--- src/rtl/multicycle_main_fsm_if.sv ---
// Control bundle between the multi-cycle main FSM (master) and the datapath (slave).
// The datapath drives the opcode and status flags; the FSM drives every enable and select.
interface multicycle_main_fsm_if;
    logic [6:0] op;
    logic       Zero;
    logic       MemReady;
    logic       PCWrite;
    logic       AdrSrc;
    logic       MemWrite;
    logic       IRWrite;
    logic [1:0] ResultSrc;
    logic [1:0] ALUSrcA;
    logic [1:0] ALUSrcB;
    logic [1:0] ALUOp;
    logic [2:0] ImmSrc;
    logic       RegWrite;
    logic       Illegal;
    logic [3:0] State;

    modport master (
        input  op, Zero, MemReady,
        output PCWrite, AdrSrc, MemWrite, IRWrite, ResultSrc, ALUSrcA, ALUSrcB,
               ALUOp, ImmSrc, RegWrite, Illegal, State
    );

    modport slave (
        output op, Zero, MemReady,
        input  PCWrite, AdrSrc, MemWrite, IRWrite, ResultSrc, ALUSrcA, ALUSrcB,
               ALUOp, ImmSrc, RegWrite, Illegal, State
    );
endinterface

--- src/rtl/multicycle_main_fsm.sv ---
// Main sequencing controller for the RV32 multi-cycle core: a Moore FSM stepping each
// instruction through fetch/decode/execute/writeback and producing all datapath controls.
module multicycle_main_fsm #(
    parameter bit SUPPORT_JALR    = 1'b1,
    parameter bit SUPPORT_UTYPE   = 1'b1,
    parameter bit TRAP_ON_ILLEGAL = 1'b1
) (
    input  logic                  clk,
    input  logic                  reset,
    multicycle_main_fsm_if.master bus
);
    typedef enum logic [3:0] {
        FETCH    = 4'd0,
        DECODE   = 4'd1,
        MEMADR   = 4'd2,
        MEMREAD  = 4'd3,
        MEMWB    = 4'd4,
        MEMWRITE = 4'd5,
        EXECR    = 4'd6,
        EXECI    = 4'd7,
        ALUWB    = 4'd8,
        BEQ      = 4'd9,
        JAL      = 4'd10,
        JALRADR  = 4'd11,
        LUI      = 4'd12,
        AUIPC    = 4'd13,
        TRAP     = 4'd15
    } state_t;

    localparam logic [6:0] OP_LW    = 7'b0000011;
    localparam logic [6:0] OP_SW    = 7'b0100011;
    localparam logic [6:0] OP_R     = 7'b0110011;
    localparam logic [6:0] OP_I     = 7'b0010011;
    localparam logic [6:0] OP_BEQ   = 7'b1100011;
    localparam logic [6:0] OP_JAL   = 7'b1101111;
    localparam logic [6:0] OP_JALR  = 7'b1100111;
    localparam logic [6:0] OP_LUI   = 7'b0110111;
    localparam logic [6:0] OP_AUIPC = 7'b0010111;

    localparam state_t ILLEGAL_NEXT = TRAP_ON_ILLEGAL ? TRAP : FETCH;

    state_t     state_q;
    state_t     state_d;
    logic       pc_update_s;
    logic       branch_s;
    logic       adr_src_s;
    logic       mem_write_s;
    logic       ir_write_s;
    logic       reg_write_s;
    logic [1:0] result_src_s;
    logic [1:0] alu_src_a_s;
    logic [1:0] alu_src_b_s;
    logic [1:0] alu_op_s;
    logic [2:0] imm_src_s;

    // State register: the only storage in the controller.
    always_ff @(posedge clk or posedge reset) begin
        if (reset) begin
            state_q <= FETCH;
        end else begin
            state_q <= state_d;
        end
    end

    // Immediate format decode, independent of the current state.
    always_comb begin
        imm_src_s = 3'b000;
        case (bus.op)
            OP_SW:    imm_src_s = 3'b001;
            OP_BEQ:   imm_src_s = 3'b010;
            OP_JAL:   imm_src_s = 3'b011;
            OP_LUI, OP_AUIPC: begin
                if (SUPPORT_UTYPE) begin
                    imm_src_s = 3'b100;
                end else begin
                    imm_src_s = 3'b000;
                end
            end
            default:  imm_src_s = 3'b000;
        endcase
    end

    // Next-state and per-state control decode.
    always_comb begin
        state_d      = state_q;
        pc_update_s  = 1'b0;
        branch_s     = 1'b0;
        adr_src_s    = 1'b0;
        mem_write_s  = 1'b0;
        ir_write_s   = 1'b0;
        reg_write_s  = 1'b0;
        result_src_s = 2'b00;
        alu_src_a_s  = 2'b00;
        alu_src_b_s  = 2'b00;
        alu_op_s     = 2'b00;
        case (state_q)
            FETCH: begin
                alu_src_b_s  = 2'b10;
                result_src_s = 2'b10;
                ir_write_s   = bus.MemReady;
                pc_update_s  = bus.MemReady;
                if (bus.MemReady) begin
                    state_d = DECODE;
                end else begin
                    state_d = FETCH;
                end
            end
            DECODE: begin
                // OldPC + imm lands in ALUOut so BEQ/JAL can use it as their target.
                alu_src_a_s = 2'b01;
                alu_src_b_s = 2'b01;
                case (bus.op)
                    OP_LW, OP_SW: state_d = MEMADR;
                    OP_R:         state_d = EXECR;
                    OP_I:         state_d = EXECI;
                    OP_BEQ:       state_d = BEQ;
                    OP_JAL:       state_d = JAL;
                    OP_JALR:      state_d = SUPPORT_JALR  ? JALRADR : ILLEGAL_NEXT;
                    OP_LUI:       state_d = SUPPORT_UTYPE ? LUI     : ILLEGAL_NEXT;
                    OP_AUIPC:     state_d = SUPPORT_UTYPE ? AUIPC   : ILLEGAL_NEXT;
                    default:      state_d = ILLEGAL_NEXT;
                endcase
            end
            MEMADR: begin
                alu_src_a_s = 2'b10;
                alu_src_b_s = 2'b01;
                if (bus.op == OP_LW) begin
                    state_d = MEMREAD;
                end else begin
                    state_d = MEMWRITE;
                end
            end
            MEMREAD: begin
                adr_src_s = 1'b1;
                if (bus.MemReady) begin
                    state_d = MEMWB;
                end else begin
                    state_d = MEMREAD;
                end
            end
            MEMWB: begin
                result_src_s = 2'b01;
                reg_write_s  = 1'b1;
                state_d      = FETCH;
            end
            MEMWRITE: begin
                adr_src_s   = 1'b1;
                mem_write_s = 1'b1;
                if (bus.MemReady) begin
                    state_d = FETCH;
                end else begin
                    state_d = MEMWRITE;
                end
            end
            EXECR: begin
                alu_src_a_s = 2'b10;
                alu_op_s    = 2'b10;
                state_d     = ALUWB;
            end
            EXECI: begin
                alu_src_a_s = 2'b10;
                alu_src_b_s = 2'b01;
                alu_op_s    = 2'b10;
                state_d     = ALUWB;
            end
            ALUWB: begin
                reg_write_s = 1'b1;
                state_d     = FETCH;
            end
            BEQ: begin
                alu_src_a_s = 2'b10;
                alu_op_s    = 2'b01;
                branch_s    = 1'b1;
                state_d     = FETCH;
            end
            JAL: begin
                // PC takes ALUOut while ALUResult forms OldPC + 4 for the link write.
                alu_src_a_s = 2'b01;
                alu_src_b_s = 2'b10;
                pc_update_s = 1'b1;
                state_d     = ALUWB;
            end
            JALRADR: begin
                alu_src_a_s = 2'b10;
                alu_src_b_s = 2'b01;
                state_d     = JAL;
            end
            LUI: begin
                alu_src_a_s = 2'b11;
                alu_src_b_s = 2'b01;
                state_d     = ALUWB;
            end
            AUIPC: begin
                alu_src_a_s = 2'b01;
                alu_src_b_s = 2'b01;
                state_d     = ALUWB;
            end
            TRAP: begin
                state_d = TRAP;
            end
            default: begin
                state_d = FETCH;
            end
        endcase
    end

    // Write enables are gated by reset so nothing commits in a reset cycle.
    assign bus.PCWrite   = ~reset & (pc_update_s | (branch_s & bus.Zero));
    assign bus.MemWrite  = ~reset & mem_write_s;
    assign bus.IRWrite   = ~reset & ir_write_s;
    assign bus.RegWrite  = ~reset & reg_write_s;
    assign bus.Illegal   = ~reset & (state_q == TRAP);
    assign bus.AdrSrc    = adr_src_s;
    assign bus.ResultSrc = result_src_s;
    assign bus.ALUSrcA   = alu_src_a_s;
    assign bus.ALUSrcB   = alu_src_b_s;
    assign bus.ALUOp     = alu_op_s;
    assign bus.ImmSrc    = imm_src_s;
    assign bus.State     = state_q;
endmodule

--- src/flat_wrapper.sv ---
// flat-port wrapper written by rule: the top's interface ports become plain ports
module multicycle_main_fsm_flat 
#(
    parameter bit SUPPORT_JALR    = 1'b1,
    parameter bit SUPPORT_UTYPE   = 1'b1,
    parameter bit TRAP_ON_ILLEGAL = 1'b1
)
  (clk, reset, bus_op, bus_Zero, bus_MemReady, bus_PCWrite, bus_AdrSrc, bus_MemWrite, bus_IRWrite, bus_ResultSrc, bus_ALUSrcA, bus_ALUSrcB, bus_ALUOp, bus_ImmSrc, bus_RegWrite, bus_Illegal, bus_State);
  multicycle_main_fsm_if bus_i ();
  input  logic clk;
  input  logic reset;
  input wire logic [$bits(bus_i.op)-1:0] bus_op;
  input wire logic [$bits(bus_i.Zero)-1:0] bus_Zero;
  input wire logic [$bits(bus_i.MemReady)-1:0] bus_MemReady;
  output wire logic [$bits(bus_i.PCWrite)-1:0] bus_PCWrite;
  output wire logic [$bits(bus_i.AdrSrc)-1:0] bus_AdrSrc;
  output wire logic [$bits(bus_i.MemWrite)-1:0] bus_MemWrite;
  output wire logic [$bits(bus_i.IRWrite)-1:0] bus_IRWrite;
  output wire logic [$bits(bus_i.ResultSrc)-1:0] bus_ResultSrc;
  output wire logic [$bits(bus_i.ALUSrcA)-1:0] bus_ALUSrcA;
  output wire logic [$bits(bus_i.ALUSrcB)-1:0] bus_ALUSrcB;
  output wire logic [$bits(bus_i.ALUOp)-1:0] bus_ALUOp;
  output wire logic [$bits(bus_i.ImmSrc)-1:0] bus_ImmSrc;
  output wire logic [$bits(bus_i.RegWrite)-1:0] bus_RegWrite;
  output wire logic [$bits(bus_i.Illegal)-1:0] bus_Illegal;
  output wire logic [$bits(bus_i.State)-1:0] bus_State;
  assign bus_i.op = bus_op;
  assign bus_i.Zero = bus_Zero;
  assign bus_i.MemReady = bus_MemReady;
  assign bus_PCWrite = bus_i.PCWrite;
  assign bus_AdrSrc = bus_i.AdrSrc;
  assign bus_MemWrite = bus_i.MemWrite;
  assign bus_IRWrite = bus_i.IRWrite;
  assign bus_ResultSrc = bus_i.ResultSrc;
  assign bus_ALUSrcA = bus_i.ALUSrcA;
  assign bus_ALUSrcB = bus_i.ALUSrcB;
  assign bus_ALUOp = bus_i.ALUOp;
  assign bus_ImmSrc = bus_i.ImmSrc;
  assign bus_RegWrite = bus_i.RegWrite;
  assign bus_Illegal = bus_i.Illegal;
  assign bus_State = bus_i.State;
  multicycle_main_fsm #(.SUPPORT_JALR(SUPPORT_JALR), .SUPPORT_UTYPE(SUPPORT_UTYPE), .TRAP_ON_ILLEGAL(TRAP_ON_ILLEGAL)) u_core (.clk(clk), .reset(reset), .bus(bus_i));
endmodule
--- config.mk ---
export PLATFORM = sky130hd
export DESIGN_NAME = multicycle_main_fsm_flat
export DESIGN_NICKNAME = d
export VERILOG_FILES = /design/src/rtl/multicycle_main_fsm_if.sv /design/src/rtl/multicycle_main_fsm.sv /design/src/flat_wrapper.sv
export SDC_FILE = /design/constraint.sdc
export NUM_CORES = 1
export LEC_CHECK = 0
export ABC_AREA = 1
export BUFFER_PORTS_ARGS = -buffer_cell sky130_fd_sc_hd__buf_2
export CAP_MARGIN = 0
export CORE_UTILIZATION = 43
export DETAILED_ROUTE_END_ITERATION = 12
export PLACE_DENSITY = 0.78
export SYNTH_ARGS = -nofsm -noshare
export SYNTH_HDL_FRONTEND = slang
export SYNTH_SLANG_ARGS = --single-unit
--- constraint.sdc ---
create_clock -name clk -period 1.8 [get_ports clk]
set_clock_uncertainty 0.2 [all_clocks]
set_input_delay 0.27 -clock clk [delete_from_list [all_inputs] [get_ports clk]]
set_output_delay 0.27 -clock clk [all_outputs]
set_load 0.02 [all_outputs]
# ---- Word-level counts from Yosys, hierarchy flattened
# Index checks and enable logic that the tools add are counted.
dict set report totals {
  register_bits 4
  latchBits 0
  ram_bits 0
  rom_bits 0
  input_bits 11
  output_inout_bits 21
  elab_cells 60
  mem_count 0
}
dict set report classes {
  addsub 0
  multipliers 0
  div_mod_pow 0
  n_lt_le_gt_ge 0
  n_eq_ne 23
  shift 0
  muxes 17
  bitwise 8
  reduce_logical 11
}
# op count
set ops {}
lappend ops {{$pmux 4 s8} 2}
lappend ops {{$eq 4x4->1 const B} 7}
lappend ops {{$eq 7x6->1 const B} 3}
lappend ops {{$eq 7x7->1 const B} 3}
lappend ops {{$eq 4x3->1 const B} 4}
lappend ops {{$eq 7x5->1 const B} 2}
lappend ops {{$pmux 2 s2} 3}
lappend ops {{$pmux 3 s4} 1}
lappend ops {{$reduce_or 2->1} 6}
lappend ops {{$reduce_or 5->1} 2}
lappend ops {{$mux 3} 3}
lappend ops {{$eq 4x2->1 const B} 2}
lappend ops {{$eq 7x2->1 const B} 1}
lappend ops {{$and 1x1->1} 6}
lappend ops {{$mux 1} 6}
lappend ops {{$pmux 2 s3} 1}
lappend ops {{$reduce_or 6->1} 1}
lappend ops {{$eq 4x1->1 const B} 1}
lappend ops {{$logic_not 4->1} 1}
lappend ops {{$reduce_or 3->1} 1}
lappend ops {{$pmux 1 s2} 1}
lappend ops {{$not 1->1} 1}
lappend ops {{$or 1x1->1} 1}

# ---- Logic depth before layout (Yosys ltp)
dict set report logic_depth {
  word_depth 5
  ltp_mapped 9
  depth_no_buf 9
}

# ---- Least setup slack after synthesis
# No wires, ideal clock.
dict set report synth_timing {
  kind {register -> output}
  startpoint {register u_core.state_q[3], in the netlist u_core.bus.State[3]}
  endpoint {output port bus_PCWrite}
  t_arrival_ns 1.473
  required_time_ns 1.330
  setup_slack_ns -0.143
  path_stages_with_launch 5
  n_path_buf 0
  cell_sequence {dfrtp_1 -> nand2_1 -> nor3_2 -> nand2_1 -> a31oi_1}
}
dict set report synth_via {
  elab_chain_len 5
  elab_cells_between_ends 8
}
# item line
set synth_rtl {}
lappend synth_rtl {{start: declaration} multicycle_main_fsm.sv:42} ;# state_t state_q;
lappend synth_rtl {{start signal: assignment} multicycle_main_fsm.sv:61} ;# state_q <= state_d;
lappend synth_rtl {{$eq 4x4->1} multicycle_main_fsm.sv:96} ;# case (state_q)
lappend synth_rtl {{$mux 1} multicycle_main_fsm.sv:96}
lappend synth_rtl {{$and 1x1->1} multicycle_main_fsm.sv:208} ;# assign bus.PCWrite = ~reset & (pc_update_s | (branch_s & bus.Zero));
lappend synth_rtl {{$or 1x1->1 (*)} multicycle_main_fsm.sv:208}
lappend synth_rtl {{$and 1x1->1 (*)} multicycle_main_fsm.sv:208}
lappend synth_rtl {{end: declaration} flat_wrapper.sv:15} ;# output wire logic [$bits(bus_i.PCWrite)-1:0] bus_PCWrite;
# Mark *: on every way between the ends. The rest lies on a longest branch, timed or not.

# ---- Worst setup path in the final report
# Ends and elaborated chain as after synthesis.

==> impl_metrics.json <==
{
  "status": "finished, violations left",
  "failed_checks": "negative setup slack",
  "avgSynthCellArea_um2": 5.461,
  "cts_made_buffers": 3,
  "grt_start_max_net_pins": 7,
  "first_pass_iters": 2,
  "drtAntennaViolNets": 0,
  "crit_path_top_delay_cell": "dfrtp_2",
  "final_area_um2": 962.2,
  "finalWeightedCongestion": 0.8178,
  "cts_tree": "yes",
  "overflow": 0,
  "period_minus_slack_ns": 1.873,
  "cts_root_buf": "clkbuf_4",
  "hold_viol_final": 0,
  "mostFrequentLayoutCell": "buf_2",
  "period_share": 1.041,
  "grt_pass1_vias": 643,
  "cts_htree_levels": 1,
  "syn_nets": 118,
  "clock_sinks": 4,
  "coreArea_um2": 1186,
  "max_cap_violations": 0,
  "synthTopCellsByArea": "nand2_1 (19%), dfrtp_1 (17%), nor2_1 (9.6%)",
  "rsz0062_at_grt": "yes",
  "die_y_um": 38.86,
  "final_core_util": 0.8112,
  "slew_viol_final": 0,
  "routedWlPerCell_um": 12.69,
  "die_w_um": 38.86,
  "end_kind": "primary output",
  "drive_gt1_frac": 0.5850,
  "synth_warnings": 0,
  "fin_cells": 161,
  "p_leak_uw": 0.0005109,
  "synth_area_um2": 584.3,
  "final_cell_mix": "buf_2 (24), nand2_1 (22), nor2_1 (12)",
  "cellPowerDensity_nw_per_um2": 255.1,
  "largest_register_ffs": 4,
  "dieArea_um2": 1510,
  "placed_cells": 152,
  "crit_fanout": 5,
  "clkLatencyLatePin_ns": 0.22,
  "synth_seq_area_share": 0.1713,
  "dpl.hpwl_um": 1262,
  "cp_common_cell": "nand2_2",
  "io_buffers": 31,
  "crit_chain": "nor2_4 -> nand2_2 -> inv_2 -> nand2_2 -> a31oi_2 -> buf_4",
  "route.detailed.drc": 0,
  "irDropWorstVdd_mv": 0.3450,
  "setup_viol": 4,
  "dp_slack_ns": 0.06649,
  "drt_iter0_drc": 17,
  "fmax_mhz": 533.8,
  "io_pins": 32,
  "clk_pin_slew_ns": 0.04,
  "relSlewSlack": 0.8364,
  "crit_type": "flip-flop to primary output",
  "critPathMaxStageDelay_ns": 0.47,
  "synth_top_area_frac": 0.1927,
  "netlist_instances": 107,
  "fin_ws_ns": -0.07331,
  "tightestPinTransition_ns": 0.2423,
  "viasPerCell": 5.112,
  "rows": 12,
  "synth-seq-cells": 4,
  "nets": 160,
  "n_antenna_cell": 0,
  "track_usage": 0.2440,
  "grt_pass1_wl_um": 2594,
  "critPathRequiredTime_ns": 1.33,
  "yosys.area.top_type": "nand2_1",
  "timing.hold.ws_ns": 0.2192,
  "cp_data_arrival_time_ns": 1.40,
  "critPathLaunchType": "flip-flop",
  "cts_buffer_depth": 2,
  "vias": 823,
  "initial_utilization": 0.4926,
  "hp-class": "input port to flip-flop",
  "place_area_um2": 765.7,
  "drt-total-wl_um": 2043,
  "syn_to_final_growth_pct": 64.67,
  "synth_cell_types": 20,
  "antenna_found_initial": 0
}
## worst max-delay path, delay by kind of cell, from the launching register on
family | cells | cell delay, ns
buf+inv | 2 | 0.22
simple gates | 3 | 0.31
flops | 1 | 0.47
compound gates | 1 | 0.17
## worst paths after layout
kind / from / to / slack, ns / depth (start not counted)
worst max-delay path: u_core.bus.State[3] / bus_PCWrite / -0.07 / 6
worst min-delay path: bus_MemReady / u_core.bus.State[0] / 0.22 / 5
worst max register to register: u_core.bus.State[1] / u_core.bus.State[2] / 0.23 / 7
worst min register to register: u_core.bus.State[1] / u_core.bus.State[3] / 0.64 / 4
max in group asynchronous: reset / u_core.bus.State[3] / 0.85 / 3
min in group asynchronous: reset / u_core.bus.State[0] / 0.38 / 3
## layer usage
layer / wire length (um) / share of wire / vias up / global-route usage
met1: 856 / 0.42 / 373 / 0.2962
met4: 63 / 0.031 / 0 / 0.02586
met3: 34 / 0.017 / 6 / 0.01734
met5: 0 / 0 / - / 0
li1: - / - / 420 / -
met2: 1089 / 0.53 / 24 / 0.4708
## timing repair
action / in CTS / in global routing
pin swaps: 4 / 3
gates resized for setup: 23 / 18
endpoints found under the setup margin: 9 / 9
buffers inserted: 5 / 0
hold endpoints to repair: 4 / 0
hold buffers: 1 / 0
## power breakdown
part,internal (uW),leakage (uW),total (uW),switching (uW)
Sequential,90.4,0.0000337,90.4,0
Combinational,17.8,0.000463,49.7,32.0
Clock,74.2,0.0000138,105,31.1
Total,182,0.000511,245,63.1
## cell usage after synthesis
master	instances
nor3_2	2
o41ai_1	1
nand3_2	1
inv_2	11
nand4_1	1
nand2_1	30
nand3_1	6
nor3_1	3
a31oi_1	1
nand2_2	3
nor2_4	1
buf_6	1
inv_1	11
o2111ai_1	2
o21ai_1	3
a21oi_1	3
nor2_2	6
dfrtp_1	4
o21ai_0	2
nor2_1	15
## logic make-up (layout without fill, tap and decap cells)
kind of cell	Yosys count	after routing	synth area share
AOI/OAI and AO/OA	12	12	0.1242
buffers and inverters	23	63	0.1606
DFF	4	4	0.1713
and+or+nand+nor	68	68	0.5439
## per-stage QoR
stage                     setup TNS (ns)  power, uW
after CTS                       -0.03998      245.6
final                            -0.1496      245.4
after global placement                 0      136.8
after floorplan                        0      115.2
after global routing             -0.4792      261.1
after detailed placement               0      138.1
## layout make-up
cell class	count	area (um2)
multi-input cells	80	488.0
repair buffers	38	239.0
fillers	92	224.0
flip-flops and latches	4	105.1
inverters	22	90.09
clock buffers	3	22.52
well taps	14	17.52
(Power assumes the default switching activity.)
